File: src/rtl/morse_keyer_if.sv
// Letter output bus of the Morse keyer front end, plus the raw key line feeding it.
// master = keyer side, slave = symbol decoder side (which also owns the key stimulus).
interface morse_keyer_if;
    logic       key_in;
    logic       sym_valid;
    logic [4:0] sym_bits;
    logic [2:0] sym_len;
    logic       sym_err;

    modport master (
        input  key_in,
        output sym_valid, sym_bits, sym_len, sym_err
    );

    modport slave (
        output key_in,
        input  sym_valid, sym_bits, sym_len, sym_err
    );
endinterface

File: src/rtl/morse_keyer.sv
// Morse key front end: synchronise + debounce one key, time presses and gaps,
// and emit each letter as a left-aligned dot/dash word with an element count.
//
// state | meaning
// IDLE  | no letter in progress, waiting for a debounced press
// PRESS | key down, counting press length
// GAP   | key up after an element, counting toward letter end
// EMIT  | one cycle: publish the letter (or overflow error) and clear it
module morse_keyer #(
    parameter int DEBOUNCE_CYC = 16,
    parameter int DASH_CYC     = 300,
    parameter int GAP_CYC      = 600
) (
    input  logic          clk,
    input  logic          reset,
    morse_keyer_if.master bus
);
    localparam int DB_W = $clog2(DEBOUNCE_CYC + 1);
    localparam int PR_W = $clog2(DASH_CYC + 1);
    localparam int GP_W = $clog2(GAP_CYC + 1);

    typedef enum logic [1:0] {IDLE, PRESS, GAP, EMIT} state_t;

    state_t          state_q, state_d;
    logic [1:0]      sync_q;
    logic            key_sync;
    logic            key_db;
    logic [DB_W-1:0] db_cnt;
    logic [PR_W-1:0] press_q, press_d;
    logic [GP_W-1:0] gap_q, gap_d;
    logic [4:0]      buf_q, buf_d;
    logic [2:0]      len_q, len_d;
    logic            ovf_q, ovf_d;
    logic            valid_q, valid_d;
    logic            err_q, err_d;
    logic [4:0]      bits_q, bits_d;
    logic [2:0]      slen_q, slen_d;

    assign key_sync      = sync_q[1];
    assign bus.sym_valid = valid_q;
    assign bus.sym_err   = err_q;
    assign bus.sym_bits  = bits_q;
    assign bus.sym_len   = slen_q;

    // key_db only flips after DEBOUNCE_CYC consecutive cycles of disagreement
    always_ff @(posedge clk or posedge reset) begin
        if (reset) begin
            sync_q <= 2'b00;
            key_db <= 1'b0;
            db_cnt <= '0;
        end else begin
            sync_q <= {sync_q[0], bus.key_in};
            if (key_sync == key_db) begin
                db_cnt <= '0;
            end else if (db_cnt == DB_W'(DEBOUNCE_CYC - 1)) begin
                key_db <= ~key_db;
                db_cnt <= '0;
            end else begin
                db_cnt <= db_cnt + DB_W'(1);
            end
        end
    end

    always_ff @(posedge clk or posedge reset) begin
        if (reset) begin
            state_q <= IDLE;
            press_q <= '0;
            gap_q   <= '0;
            buf_q   <= '0;
            len_q   <= '0;
            ovf_q   <= 1'b0;
            valid_q <= 1'b0;
            err_q   <= 1'b0;
            bits_q  <= '0;
            slen_q  <= '0;
        end else begin
            state_q <= state_d;
            press_q <= press_d;
            gap_q   <= gap_d;
            buf_q   <= buf_d;
            len_q   <= len_d;
            ovf_q   <= ovf_d;
            valid_q <= valid_d;
            err_q   <= err_d;
            bits_q  <= bits_d;
            slen_q  <= slen_d;
        end
    end

    always_comb begin
        state_d = state_q;
        press_d = press_q;
        gap_d   = gap_q;
        buf_d   = buf_q;
        len_d   = len_q;
        ovf_d   = ovf_q;
        valid_d = 1'b0;
        err_d   = 1'b0;
        bits_d  = bits_q;
        slen_d  = slen_q;
        case (state_q)
            IDLE: begin
                if (key_db) begin
                    state_d = PRESS;
                    press_d = PR_W'(1);
                end
            end
            PRESS: begin
                if (key_db) begin
                    if (press_q != PR_W'(DASH_CYC))
                        press_d = press_q + PR_W'(1);
                end else begin
                    state_d = GAP;
                    gap_d   = GP_W'(1);
                    // a sixth element is dropped but poisons the whole letter
                    if (len_q < 3'd5) begin
                        buf_d[3'd4 - len_q] = (press_q >= PR_W'(DASH_CYC));
                        len_d = len_q + 3'd1;
                    end else begin
                        ovf_d = 1'b1;
                    end
                end
            end
            GAP: begin
                if (key_db) begin
                    state_d = PRESS;
                    press_d = PR_W'(1);
                end else if (gap_q != GP_W'(GAP_CYC)) begin
                    gap_d = gap_q + GP_W'(1);
                    if (gap_q == GP_W'(GAP_CYC - 1))
                        state_d = EMIT;
                end
            end
            EMIT: begin
                if (ovf_q) begin
                    err_d = 1'b1;
                end else begin
                    valid_d = 1'b1;
                    bits_d  = buf_q;
                    slen_d  = len_q;
                end
                buf_d   = '0;
                len_d   = '0;
                ovf_d   = 1'b0;
                state_d = IDLE;
            end
            default: state_d = IDLE;
        endcase
    end
endmodule

File: src/flat_wrapper.sv
// flat-port wrapper written by rule: the top's interface ports become plain ports
module morse_keyer_flat 
#(
    parameter int DEBOUNCE_CYC = 16,
    parameter int DASH_CYC     = 300,
    parameter int GAP_CYC      = 600
)
  (clk, reset, bus_key_in, bus_sym_valid, bus_sym_bits, bus_sym_len, bus_sym_err);
  morse_keyer_if bus_i ();
  input  logic clk;
  input  logic reset;
  input wire logic [$bits(bus_i.key_in)-1:0] bus_key_in;
  output wire logic [$bits(bus_i.sym_valid)-1:0] bus_sym_valid;
  output wire logic [$bits(bus_i.sym_bits)-1:0] bus_sym_bits;
  output wire logic [$bits(bus_i.sym_len)-1:0] bus_sym_len;
  output wire logic [$bits(bus_i.sym_err)-1:0] bus_sym_err;
  assign bus_i.key_in = bus_key_in;
  assign bus_sym_valid = bus_i.sym_valid;
  assign bus_sym_bits = bus_i.sym_bits;
  assign bus_sym_len = bus_i.sym_len;
  assign bus_sym_err = bus_i.sym_err;
  morse_keyer #(.DEBOUNCE_CYC(DEBOUNCE_CYC), .DASH_CYC(DASH_CYC), .GAP_CYC(GAP_CYC)) u_core (.clk(clk), .reset(reset), .bus(bus_i));
endmodule
File: config.mk
export PLATFORM = sky130hd
export DESIGN_NAME = morse_keyer_flat
export DESIGN_NICKNAME = d
export VERILOG_FILES = /design/src/rtl/morse_keyer_if.sv /design/src/rtl/morse_keyer.sv /design/src/flat_wrapper.sv
export SDC_FILE = /design/constraint.sdc
export NUM_CORES = 1
export LEC_CHECK = 0
export CORE_MARGIN = 10
export CORE_UTILIZATION = 53
export DETAILED_ROUTE_END_ITERATION = 8
export MAX_ROUTING_LAYER = met4
export PLACE_DENSITY = 0.75
export SYNTH_ARGS = -nofsm -noshare
export SYNTH_HDL_FRONTEND = slang
export SYNTH_SLANG_ARGS = --single-unit
File: constraint.sdc
create_clock -name clk -period 1.6 [get_ports clk]
set_input_delay 0.24 -clock clk [delete_from_list [all_inputs] [get_ports clk]]
set_output_delay 0.24 -clock clk [all_outputs]
set_load 0.02 [all_outputs]
==> results.yml, run 1 <==
run_status:
  status: "complete, no violations"
cts:
  clk_latency_ns: 0.30
  clk_pin_slew_worst_paths_ns: 0.08
  cts_buffers: 5
  cts_tree: "done"
  cts_sinks: 48
  clk_root_buffer_cell: "clkbuf_8"
  htreeDepth: 2
  cts_hold_buf: 0
  cts_buffer_depth: 2
global_routing:
  overflow: 0
  grt_pass1_wl_mm: 8.038
  grt_usage_pct: 13.37
  grt_max_degree: 19
  first_global_vias: 1757
  antenna_found_initial: 0
place:
  io_buffers: 12
  place.detailed.hpwl_mm: 3.299
  place_ws_ns: 0.01643
  placed_cell_area_sq_um: 2720
  place.gp.congestion: 0.8489
floorplan:
  die_y_microns: 87.01
  start_util_pct: 54.66
  io_pins: 13
  core-area_sq_um: 4354
  die-area_sq_um: 7571
  num_rows: 24
  die_x_microns: 87.01
setup_path:
  path_cells: "inv_1, ha_2, and4b_1, a41o_1, o211a_1, a211o_1"
  cpMaxStageDelayCell: "dfrtp_1"
  critPathMaxStageDelay_ns: 0.35
  cp_top_family: "compound AO/OA/AOI/OAI gates"
  worstSetupPathType: "reg2reg"
  required_ns: 1.79
  crit_path_start: "u_core.press_q[1]"
  cp-start-kind: "flip-flop"
  r2r_start: "u_core.press_q[1]"
  critPathMaxFanout: 5
  crit_path_end_kind: "flip-flop"
  worstPathArrival_ns: 1.75
  path_buf_inv: 1
logic_synthesis:
  synth_flop_cell: "dfrtp_1"
  syn_nets: 254
  synth_edf_count: 0
  ys_ff_latch: 48
  synth_area_sq_um: 2380
  yosysSeqAreaShare_pct: 50.47
  yosys_warnings: 0
  async_reset_ff_share_pct: 100.0
  postSynthAreaPerCell_sq_um: 9.753
  ys_types: 45
  synthCells: 244
pwr:
  seqPwrFrac_pct: 56.7
  internal-power_mw: 1.735
  total_power_mw: 2.200
  power_density_nw_per_um2: 769.2
  p_switching_uw: 465.0
  swShare_pct: 21.14
  p_comb_share_pct: 4.4
  p_clk_share_pct: 38.9
  p_leak_nw: 1.310
  irDropWorstVdd_mv: 0.4600
timing:
  worst_slack_ns: 0.03377
  rsz0062_at_grt: "true"
  slew_headroom_pct: 73.35
  finalHoldViolCount: 0
  tightestPinTransition_ns: 0.3978
  setup_violations: 0
  max_freq_mhz: 638.5
  fin_crit_sh_pct: 97.89
  finClkSkew_ns: 0.003627
  period_minus_slack_ns: 1.566
  setup_tns_ns: 0
  maxSlewViolCount: 0
routing:
  route.vias.total: 1868
  postRouteAntennaNets: 0
  wl_per_cell_microns: 13.83
  routed_via_density: 5.644
  wl_mm: 4.578
  drc: 0
  firstDrtPassIters: 4
  drt_iter0_markers: 83
cells_and_area:
  multiInputGateArea_sq_um: 1100
  fillCellCount: 353
  area_growth_pct: 20.19
  nets: 288
  final_area_sq_um: 2860
  drive_gt1_share_pct: 15.05
  seqCellArea_sq_um: 1202
  n_antenna_cell: 0
min_path:
  min_path_type: "in2async"
flow_run:
  cap_violations: 0
[layer usage]
layer	wire (microns)	track usage [%]	up-vias
met5	0	-	-
met4	70	4.860	0
met3	238	3.933	6
met2	2153	19.85	37
met1	2115	16.86	892
li1	-	-	933
[flip-flops by register name, summed over array words and instances, names as in the netlist]
signal                count
u_core.buf_q              5
u_core.bus.sym_err        1
u_core.db_cnt             5
u_core.bus.sym_valid      1
u_core.gap_q             10
u_core.bus.sym_bits       5
u_core.ovf_q              1
u_core.len_q              3
u_core.key_db             1
u_core.bus.sym_len        3
u_core.press_q            9
u_core.state_q            2
u_core.sync_q             2
[kinds of logic after synthesis]
kind of cell,share of synthesized area [%]
adders and majority gates,3.680
muxes,1.683
and+or+nand+nor,21.87
AOI/OAI and AO/OA,13.99
buffers and inverters,4.626
xor gates and xnor gates,3.681
DFF,50.47
[cell usage after synthesis (all sizes together), types with 6 or more instances]
cell | count | area [sq um]
dfrtp | 48 | 1201
nand2 | 37 | 138.9
nor2 | 18 | 67.56
inv | 17 | 63.81
o21ai | 12 | 60.06
nand3 | 11 | 55.05
ha | 7 | 87.58
xnor2 | 7 | 61.31
a21oi | 6 | 30.03
buf | 6 | 35.03
nor3 | 6 | 41.29
nor4 | 6 | 52.55
o211ai | 6 | 45.04
[cell usage in the layout, fill, tap and decap left out, drive strengths merged, types with 7 or more instances in the layout]
master,synthesis,layout
buf,6,23
xnor2,7,7
inv,17,17
nor2,18,18
nand3,11,11
dfrtp,48,48
nand2,37,37
o21ai,12,12
ha,7,7
clkdlybuf4s50,0,12
[worst paths after layout]
kind | end | slack, ns | depth (start not counted)
setup / recovery | u_core.press_q[3] | 0.03 | 6
min in group clk | u_core.sync_q[1] | 0.36 | 0
max in group asynchronous | u_core.state_q[1] | 0.94 | 3
hold reg to reg | u_core.sync_q[1] | 0.36 | 0
hold / removal | u_core.bus.sym_len[2] | 0.22 | 2
setup reg to reg | u_core.press_q[3] | 0.03 | 6
[per-stage QoR]
step | utilization (%) | std cells | hold WS (ns)
floorplan | - | 244 | 0.2714
detailed placement | 62.47 | 323 | 0.3371
global placement | 62.47 | 323 | 0.3463
CTS | 64.94 | 331 | 0.2263
finish | 65.69 | 331 | 0.2245
global route | 65.69 | 331 | 0.2412
[what timing repair did]
item	CTS	global route
gates resized for setup	0	8
setup buffers	0	0
setup endpoints to repair	0	24
[power by group through the flow]
stage	clock network (mW)	registers, mW	logic (mW)
3_3_place_gp	0	1.27	0.0947
3_5_place_dp	0	1.27	0.0972
5_1_grt	0.943	1.25	0.111
6_report	0.856	1.25	0.0965
4_1_cts	0.888	1.25	0.0984
2_1_floorplan	0	1.27	0.0587
[layout make-up]
type                    count  share of cell area, %
flip-flops and latches     48                  42.04
multi-input cells         170                  38.45
repair buffers             35                  11.11
clock buffers               6                  2.537
inverters                  18                  2.362
well taps                  52                  2.275
clock inverters             2                  1.225
Power figures use the tool's default switching activity.
==> inputs of run 2 (changes only) <==
- CORE_UTILIZATION: 53 -> 34
- PLACE_DENSITY: 0.75 -> unset
- SLEW_MARGIN: unset -> 20
==> run 2 against run 1 <==
Clock skew is essentially flat; highest routed layer unchanged; design area up 1.7%; non-clock buffer count shrank 1; largest power group unchanged.
==> results.yml, run 2 (same netlist as run 1, synthesis figures left out) <==
timing:
  finalHoldViolCount: 0
  worst_slack_ns: 0.02199
  setup_tns_ns: 0
  max_freq_mhz: 633.7
  slew_headroom_pct: 72.61
  setup_violations: 0
  rsz0062_at_grt: "true"
  holdWs_ns: 0.2352
  finClkSkew_ns: 0.003920
  maxSlewViolCount: 0
  fin_crit_sh_pct: 98.63
  tightestPinTransition_ns: 0.4103
  period_minus_slack_ns: 1.578
routing:
  postRouteAntennaNets: 0
  routed_via_density: 5.008
  drc: 0
  drt_iter0_markers: 114
  firstDrtPassIters: 4
  wl_mm: 4.829
  route.vias.total: 1868
  wl_per_cell_microns: 12.95
global_routing:
  grt_pass1_wl_mm: 8.714
  grt_max_degree: 18
  first_global_vias: 1855
  overflow: 0
  grt_usage_pct: 9.603
  antenna_found_initial: 0
cells_and_area:
  final_cell_mix: "dfrtp_1 (47), nand2_1 (37), buf_4 (18)"
  multiInputGateArea_sq_um: 1119
  seqCellArea_sq_um: 1202
  nets: 287
  drive_gt1_share_pct: 15.52
  top_register: "u_core.gap_q"
  final_core_util_pct: 42.80
  n_antenna_cell: 0
  fillCellCount: 653
  final_cells: 373
  final_area_sq_um: 2908
  area_growth_pct: 22.19
  reg_top3: "u_core.gap_q x10, u_core.press_q x9"
  largest_reg_flops: 10
  layout_commonest_cell: "dfrtp_1"
pwr:
  p_leak_nw: 1.286
  total_power_mw: 2.056
  power_density_nw_per_um2: 707.0
  irDropWorstVdd_mv: 0.3491
floorplan:
  num_rows: 30
  die-area_sq_um: 10750
  core-area_sq_um: 6794
  die_y_microns: 103.7
  io_pins: 13
  die_x_microns: 103.7
  start_util_pct: 35.03
cts:
  clk_pin_slew_worst_paths_ns: 0.09
  clk_latency_ns: 0.30
  cts_sinks: 48
  cts_hold_buf: 0
  cts_tree: "done"
  cts_buffers: 5
  clk_root_buffer_cell: "clkbuf_8"
  htreeDepth: 2
  cts_buffer_depth: 2
flow_run:
  cap_violations: 0
setup_path:
  cpMaxStageDelayCell: "dfrtp_1"
  crit_path_end_kind: "flip-flop"
  reg2reg_depth: 6
  worstPathArrival_ns: 1.77
  r2r-end: "u_core.press_q[4]"
  reg2reg_setup_slack_ns: 0.02
  required_ns: 1.79
  path_cells: "inv_1, ha_2, and4b_1, a41o_1, o211a_1, a211o_1"
  critPathMaxFanout: 5
  worstSetupPathType: "reg2reg"
  cp-start-kind: "flip-flop"
  r2r_start: "u_core.press_q[0]"
  critPathMaxStageDelay_ns: 0.35
place:
  placed_cell_area_sq_um: 2753
  place.gp.congestion: 0.8047
  place_ws_ns: 0.009587
  dp_cells: 364
  place.detailed.hpwl_mm: 3.447
  io_buffers: 12
run_status:
  status: "complete, no violations"
min_path:
  min_path_type: "in2async"
==> run 2: worst max-delay path: cells and delay by family, from the launching register on <==
family / cells / cell delay, ns
compound gates: 3 / 0.70
flops: 1 / 0.35
simple gates: 1 / 0.20
fa+ha+maj: 1 / 0.16
buf+inv: 1 / 0.05
==> run 2: timing repair <==
action / in CTS / in global routing
buffers inserted: 1 / 1
pin swaps: 0 / 6
gates resized for setup: 0 / 15
endpoints found under the setup margin: 1 / 19
==> run 2: worst max-delay path by stage <==
stage	slack, ns	from	cells after the start	endpoint
after floorplan	0.01	u_core.press_q[0]	6	u_core.press_q[4]
after global placement	0.04	u_core.press_q[0]	6	u_core.press_q[3]
after detailed placement	0.01	u_core.press_q[0]	6	u_core.press_q[4]
after CTS	0.01	u_core.press_q[0]	6	u_core.press_q[4]
after global routing	-0.05	u_core.press_q[1]	6	u_core.press_q[3]
final	0.02	u_core.press_q[0]	6	u_core.press_q[4]
==> run 2: routing by layer <==
metal | global-route usage [%] | up-vias | share of wire (%)
met2 | 14.59 | 32 | 46
met3 | 2.602 | 9 | 4.2
met1 | 12.16 | 894 | 49
met4 | 2.982 | 0 | 1.2
met5 | - | - | 0
li1 | - | 933 | -
==> run 2: cell type report <==
cell class                      instances  share of cell area, %
Sequential cell                        48                  41.35
Tap cell                               96                  4.131
Multi-Input combinational cell        170                  38.47
Clock inverter                          2                 0.4303
Timing Repair Buffer                   34                  10.93
Clock buffer                            5                  2.367
Inverter                               18                  2.324
==> run 2: report_power, final <==
group | switching (mW) | internal [mW]
Combinational | 0.0563 | 0.0428
Clock | 0.414 | 0.297
Sequential | 0.0163 | 1.23
==> inputs of run 3 (changes only) <==
- CORE_UTILIZATION: 34 -> 35
==> run 3 against run 2 <==
First-iteration DRC count up 88%; critical path depth unchanged; flip-flop and latch count unchanged; clock-buffer cell count up 1; design area down 0.43%; routed wire length down 0.21%; register-to-register slack about the same; clock skew down 0.0010 ns; critical path type unchanged; highest routed layer unchanged.
==> results.yml, run 3 (same netlist as run 1, synthesis figures left out) <==
timing:
  period_minus_slack_ns: 1.571
  maxSlewViolCount: 0
  slew_headroom_pct: 66.00
  finClkSkew_ns: 0.002911
  fin_crit_sh_pct: 98.17
  worst_slack_ns: 0.02936
  setup_tns_ns: 0
  tightestPinTransition_ns: 0.5063
  finalHoldViolCount: 0
  rsz0062_at_grt: "true"
  holdWs_ns: 0.2910
  max_freq_mhz: 636.7
  setup_violations: 0
place:
  dp_cells: 348
  place.detailed.hpwl_mm: 3.416
  place.gp.congestion: 0.8640
  place_ws_ns: 0.0003221
  placed_cell_area_sq_um: 2751
  io_buffers: 12
cts:
  htreeDepth: 2
  clk_latency_ns: 0.30
  cts_sinks: 48
  cts_buffers: 5
  cts_hold_buf: 0
  clk_pin_slew_worst_paths_ns: 0.09
  cts_tree: "done"
  clk_root_buffer_cell: "clkbuf_8"
  cts_buffer_depth: 2
setup_path:
  r2r-end: "u_core.press_q[3]"
  cp-start-kind: "flip-flop"
  r2r_start: "u_core.press_q[0]"
  crit_path_end_kind: "flip-flop"
  required_ns: 1.79
  reg2reg_setup_slack_ns: 0.03
  critPathMaxFanout: 5
  worstSetupPathType: "reg2reg"
  worstPathArrival_ns: 1.76
  reg2reg_depth: 6
cells_and_area:
  final_area_sq_um: 2895
  drive_gt1_share_pct: 15.71
  area_growth_pct: 21.66
  nets: 289
  reg_top3: "u_core.gap_q x10, u_core.press_q x9"
  layout_commonest_cell: "dfrtp_1"
  fillCellCount: 617
  top_register: "u_core.gap_q"
  final_core_util_pct: 44.58
  largest_reg_flops: 10
  final_cells: 357
  final_cell_mix: "dfrtp_1 (48), nand2_1 (37), buf_4 (22)"
  n_antenna_cell: 0
floorplan:
  start_util_pct: 36.64
  io_pins: 13
  num_rows: 29
  die_x_microns: 102.5
  die_y_microns: 102.5
  core-area_sq_um: 6495
  die-area_sq_um: 10500
global_routing:
  grt_usage_pct: 10.24
  overflow: 0
  grt_max_degree: 49
  first_global_vias: 1779
  antenna_found_initial: 0
  grt_pass1_wl_mm: 8.535
run_status:
  status: "complete, no violations"
routing:
  wl_mm: 4.819
  route.vias.total: 1857
  firstDrtPassIters: 4
  drt_iter0_markers: 214
  wl_per_cell_microns: 13.50
  drc: 0
  postRouteAntennaNets: 0
  routed_via_density: 5.202
pwr:
  p_leak_nw: 1.302
  power_density_nw_per_um2: 727.1
  irDropWorstVdd_mv: 0.3588
  total_power_mw: 2.105
min_path:
  min_path_type: "in2async"
flow_run:
  cap_violations: 0
-- run 3: cell type report --
type / count / area, sq um / share of cell area, %
sequential: 48 / 1201 / 41.49
inverter: 18 / 67.56 / 2.334
tap: 77 / 96.34 / 3.328
clock inverter: 2 / 15.01 / 0.5186
clock buffer: 6 / 82.58 / 2.852
timing repair buffer: 36 / 325.3 / 11.24
multi-input combinational: 170 / 1107 / 38.25
-- run 3: how the worst max path moves through the flow --
stage / startpoint / endpoint / slack [ns] / cells past startpoint
2_1_floorplan: u_core.press_q[0] / u_core.press_q[4] / 0.01 / 6
3_3_place_gp: u_core.press_q[0] / u_core.press_q[3] / 0.04 / 6
3_5_place_dp: u_core.press_q[0] / u_core.press_q[3] / 0.0003 / 6
4_1_cts: u_core.press_q[0] / u_core.press_q[1] / 0.002 / 6
5_1_grt: u_core.len_q[0] / u_core.buf_q[3] / -0.04 / 5
6_report: u_core.press_q[0] / u_core.press_q[3] / 0.03 / 6
-- run 3: per-layer routing --
layer / track usage [%] / vias up / part of all wire [%]
met3: 2.632 / 6 / 4.8
met4: 3.037 / 0 / 1.2
met1: 12.91 / 887 / 48
met5: - / - / 0
li1: - / 929 / -
met2: 15.80 / 35 / 46
-- run 3: power by group --
part / internal [mW] / switching, mW
combinational: 0.0372 / 0.0554
clock: 0.350 / 0.415
sequential: 1.23 / 0.0168
total: 1.62 / 0.488
-- run 3: critical path: stages (launching register included) --
cell     delay, ns
dfrtp_1       0.35
inv_1         0.05
ha_2          0.16
and4b_1       0.21
a41o_1        0.24
o211a_1       0.24
a211o_1       0.23
-- run 3: repair_timing --
action,CTS,global route
resized for setup,0,10
pin swaps,0,4
setup endpoints to repair,1,13
setup buffers,1,0
hold endpoints to repair,0,0
==> patch 1, RTL diff (settings of run 2) <==
Re-encode `state_t` (4 states) as one-hot, 4 bits wide.
--- a/src/rtl/morse_keyer.sv
+++ b/src/rtl/morse_keyer.sv
@@ -19,7 +19,7 @@
     localparam int PR_W = $clog2(DASH_CYC + 1);
     localparam int GP_W = $clog2(GAP_CYC + 1);
 
-    typedef enum logic [1:0] {IDLE, PRESS, GAP, EMIT} state_t;
+    typedef enum logic [3:0] {IDLE = 4'b0001, PRESS = 4'b0010, GAP = 4'b0100, EMIT = 4'b1000} state_t;
 
     state_t          state_q, state_d;
     logic [1:0]      sync_q;
Formal check against the unedited RTL: same outputs for any inputs over 10 cycles, from zero or initial values and one cycle with reset high; not proved beyond that.
==> patch 1 against run 2 <==
- the flow now finishes with violations (negative setup slack)
- sequential cell count increased by 2
- synthesized area up 6.0%
- setup slack lost 0.28 ns
- routed wire length is 25% higher
- utilization is 9.8 points higher
- clock skew up 0.0087 ns
- total power grew 9.6%
- final area up 31%
- global-route usage rose by 1.2 points
- via count up 12%
- clock power increased by 30%
- critical path depth down 2
- critical path type unchanged
- largest cell class is now multi-input gates
- highest routed layer unchanged
==> patch 1: results (changes against run 2) <==
stage	metric	value	unit	change
logic_synthesis	Yosys cell types	43		-4.4%
critical_path	Worst setup endpoint	u_core.gap_q[9]$_DFFE_PP0P_		
status	status	finished with violations		
logic_synthesis	Synth Net Count	249		-2.0%
power_and_ir_drop	register share of total power	0.567		-0.039
logic_synthesis	Area contributors post-synth	dfrtp_1 (49%), mux2_2 (4.0%), mux2i_1 (3.6%)		
logic_synthesis	Synth Register Bits	50		+4.2%
power_and_ir_drop	combinational power	0.0534	mW	-46%
critical_path	Worst EP arrival	2.09	ns	+0.32 ns
place	final RePlAce weighted congestion	0.832		+3.4%
finish	inverters	12		-6
logic_synthesis	post-synthesis compound-gate area fraction	0.0863		-0.0535
global_route	met3 Use GR	0.0254		-0.000660
finish	number of fill cells in the layout	635		-2.8%
sta	clock skew	0.0126	ns	+0.00866 ns
sta	relative slew slack	0.714		-0.0119
critical_path	FF-to-FF Start	u_core.state_q[0]$_DFFE_PP1P_		
power_and_ir_drop	internal power	1.76	mW	+12%
drt	Routed WL	6.05	mm	+25%
drt	DRT Pass-1 Iters	4		unchanged
logic_synthesis	Adder-Cell Fraction of Synth Area	0.0347		-0.00208
power_and_ir_drop	maximum vdd drop	0.459	mV	+32%
finish	Seq/total area	0.331		-0.0822
logic_synthesis	multiplexer area fraction after synthesis	0.0759		+0.0591
logic_synthesis	most frequent cells after synthesis	dfrtp_1 (49), nand2_1 (17), nor2_1 (13)		
min_path	Hold/Removal Path Class	input port to async pin		
global_route	met1 Track Usage GR	0.131		+0.00941
logic_synthesis	post-synthesis xor/xnor area fraction	0.0451		+0.00834
global_route	pin count of the biggest net entering global routing	51		+33
finish	non-clock buffer count	82		+140%
drt	via count	2097		+12%
place	DP HPWL	3.91	mm	+13%
power_and_ir_drop	Pleak	1.65	nW	+28%
sta	final worst setup slack	-0.253	ns	-0.275 ns
drt	M1 WL	2.65	mm	+12%
finish	clock tree cell share of total cell area	0.0297		+0.00170
finish	#MultiIn Comb	169		-0.59%
finish	diode count	0		unchanged
finish	Nets	330		+15%
finish	layout cell share with drive strength beyond 1	0.449		+0.293
critical_path	R2R cell count	4		-2
drt	Initial DRC Count	51		-55%
drt	metal3 WL	182	um	-9.5%
sta	final-report setup violation count	29		+29
critical_path	Max Fanout on Critical Path	7		+2
global_route	global-route wire length before repair	10.1	mm	+16%
finish	Final non-clock buffer share	0.192		+0.0829
global_route	vias in the first global route	2190		+18%
place	I/O Buffers	12		unchanged
finish	Multi-input gate area	1530	um^2	+36%
drt	WL met2	3.17	mm	+44%
status	failing checks	negative setup slack		
power_and_ir_drop	combinational power share	0.024		-0.024
global_route	met2 GRT Util	0.176		+0.0303
global_route	gr usage total	0.108		+0.0115
logic_synthesis	register area share after synthesis	0.497		-0.00820
[patch 1: metrics by stage]
stage / worst slack [ns] / hold WS, ns / instance area, um^2 / TNS, ns / instances
3_5_place_dp: -0.275 / 0.335 / 3210 / -4.84 / 397
5_1_grt: -0.295 / 0.301 / 3790 / -6.27 / 420
3_3_place_gp: -0.220 / 0.334 / 3210 / -4.07 / 397
6_report: -0.253 / 0.278 / 3790 / -4.33 / 420
4_1_cts: -0.246 / 0.299 / 3610 / -4.52 / 417
2_1_floorplan: -0.260 / 0.271 / 2620 / -3.31 / 239
[patch 1: what timing repair did]
item / CTS / global route
pin swaps: 14 / 13
gates cloned: 1 / 0
setup buffers: 11 / 5
endpoints found under the setup margin: 33 / 38
resized for setup: 43 / 36
[patch 1: worst max-delay path: stages, from the launching register on]
cell,delay (ns)
dfstp_2,0.43
or3_4,0.40
or3_4,0.34
or4_4,0.48
a21oi_2,0.14
==> patch 2, RTL diff (config.mk and constraints of run 2) <==
Without the edit above. `GAP_CYC` is set to 600 in 2 places; all go to 1200.
--- a/src/rtl/morse_keyer.sv
+++ b/src/rtl/morse_keyer.sv
@@ -9,7 +9,7 @@
 module morse_keyer #(
     parameter int DEBOUNCE_CYC = 16,
     parameter int DASH_CYC     = 300,
-    parameter int GAP_CYC      = 600
+    parameter int GAP_CYC      = 1200
 ) (
     input  logic          clk,
     input  logic          reset,
--- a/src/flat_wrapper.sv
+++ b/src/flat_wrapper.sv
@@ -3,7 +3,7 @@
 #(
     parameter int DEBOUNCE_CYC = 16,
     parameter int DASH_CYC     = 300,
-    parameter int GAP_CYC      = 600
+    parameter int GAP_CYC      = 1200
 )
   (clk, reset, bus_key_in, bus_sym_valid, bus_sym_bits, bus_sym_len, bus_sym_err);
   morse_keyer_if bus_i ();
Check against the original RTL: no difference found for any inputs over 10 cycles, from zero or initial values and one cycle with reset high; that may be too few to reach the edited logic, so the function may still have changed.
==> patch 2 against run 2 <==
- critical path type unchanged
- sequential cell count up 1
- clock skew is 0.0090 ns higher
- die area up 3.1%
- total power increased by 6.6%
- setup slack got worse by 0.062 ns
- count of clock-buffer cells in the layout unchanged
- clock power is 11% higher
- critical path depth unchanged
- final area is 10% higher
- sequential share of layout area down 2.9 points
- synthesized area grew 3.8%
- routed wire length increased by 2.8%
- the run now ends with negative setup slack left
==> patch 2: results (changes against run 2) <==
stage	metric	value	unit	change
status	failing checks	negative setup slack		
global_route	global-route wire length before repair	8.76	mm	+0.48%
critical_path	Critical Path Max Stage Delay	0.42	ns	+0.07 ns
power_and_ir_drop	maximum vdd drop	0.365	mV	+4.6%
global_route	met1 Track Usage GR	0.113		-0.00821
critical_path	Max Fanout on Critical Path	7		+2
logic_synthesis	multiplexer area fraction after synthesis	0.0127		-0.00416
finish	Top Registers	u_core.gap_q: 11 flops, u_core.press_q: 9 flops		
logic_synthesis	Mapped Avg Cell Area	10.0	um^2	+2.5%
finish	Non-Filler Instances	399		+7.0%
place	Post-Place Cells	379		+4.1%
critical_path	CP startpoint	u_core.press_q[1]$_DFFE_PP0P_		
global_route	pin count of the biggest net entering global routing	50		+32
drt	Initial DRC Count	84		-26%
sta	Final TNS setup	-0.0774	ns	-0.0774 ns
cts	clock transition at the registers of the reported paths	0.11	ns	+0.02 ns
sta	clock skew	0.0129	ns	+0.00899 ns
logic_synthesis	Area contributors post-synth	dfrtp_1 (50%), nand2_1 (5.0%), ha_1 (3.5%)		
cts	CTS max path bufs	2		unchanged
critical_path	Worst EP arrival	1.87	ns	+0.10 ns
place	pre-CTS setup slack	-0.0224	ns	-0.0320 ns
logic_synthesis	Synth Net Count	257		+1.2%
sta	final worst setup slack	-0.0403	ns	-0.0623 ns
drt	DRT Pass-1 Iters	5		+1
cts	CTS resizes	2		+2
place	final RePlAce weighted congestion	0.866		+7.6%
global_route	gr usage total	0.0951		-0.000965
power_and_ir_drop	sw frac	0.247		+0.0103
status	status	finished with violations		
drt	via count	1936		+3.6%
sta	final-report setup violation count	2		+2
drt	M1 WL	2.33	mm	-1.4%
global_route	met3 Use GR	0.0207		-0.00532
logic_synthesis	most frequent cells after synthesis	dfrtp_1 (49), nand2_1 (33), inv_1 (19)		
power_and_ir_drop	Clk pwr share	0.359		+0.013
power_and_ir_drop	P_clk	0.788	mW	+11%
power_and_ir_drop	combinational power share	0.059		+0.011
place	DP HPWL	3.49	mm	+1.3%
finish	Nets	309		+7.7%
cts	setup bufs post-CTS	3		+2
critical_path	critical path's top delay family	simple AND/OR/NAND/NOR gates		
global_route	met2 GRT Util	0.152		+0.00650
logic_synthesis	post-synthesis compound-gate area fraction	0.126		-0.0137
logic_synthesis	post-synthesis xor/xnor area fraction	0.0456		+0.00879
place	area post-placement	2910	um^2	+5.8%
## patch 2: changes by cell type after synthesis, sizes merged, moves of 3 or more
cell    delta
o31ai      -4
nand2      -4
nor4       -3
o22ai      +3
a21oi      +4
o211ai     -6
or3        +3
## patch 2: cell type report
cell class	count	area [um^2]
sequential	49	1230
timing repair buffer	51	440
fill	664	3980
clock buffer	5	68.8
clock inverter	3	28.8
tap	99	124
multi-input combinational	173	1240
inverter	19	71.3
## patch 2: path summary, 6_finish.rpt
check / endpoint / slack [ns] / cells after the start
max: u_core.press_q[7]$_DFFE_PP0P_ / -0.04 / 6
min: u_core.db_cnt[3]$_DFF_PP0_ / 0.27 / 3
max reg2reg: u_core.press_q[7]$_DFFE_PP0P_ / -0.04 / 6
min reg2reg: u_core.sync_q[1]$_DFF_PP0_ / 0.36 / 0
max in group asynchronous: u_core.state_q[1]$_DFFE_PP0P_ / 1.08 / 3
min in group clk: u_core.sync_q[1]$_DFF_PP0_ / 0.36 / 0
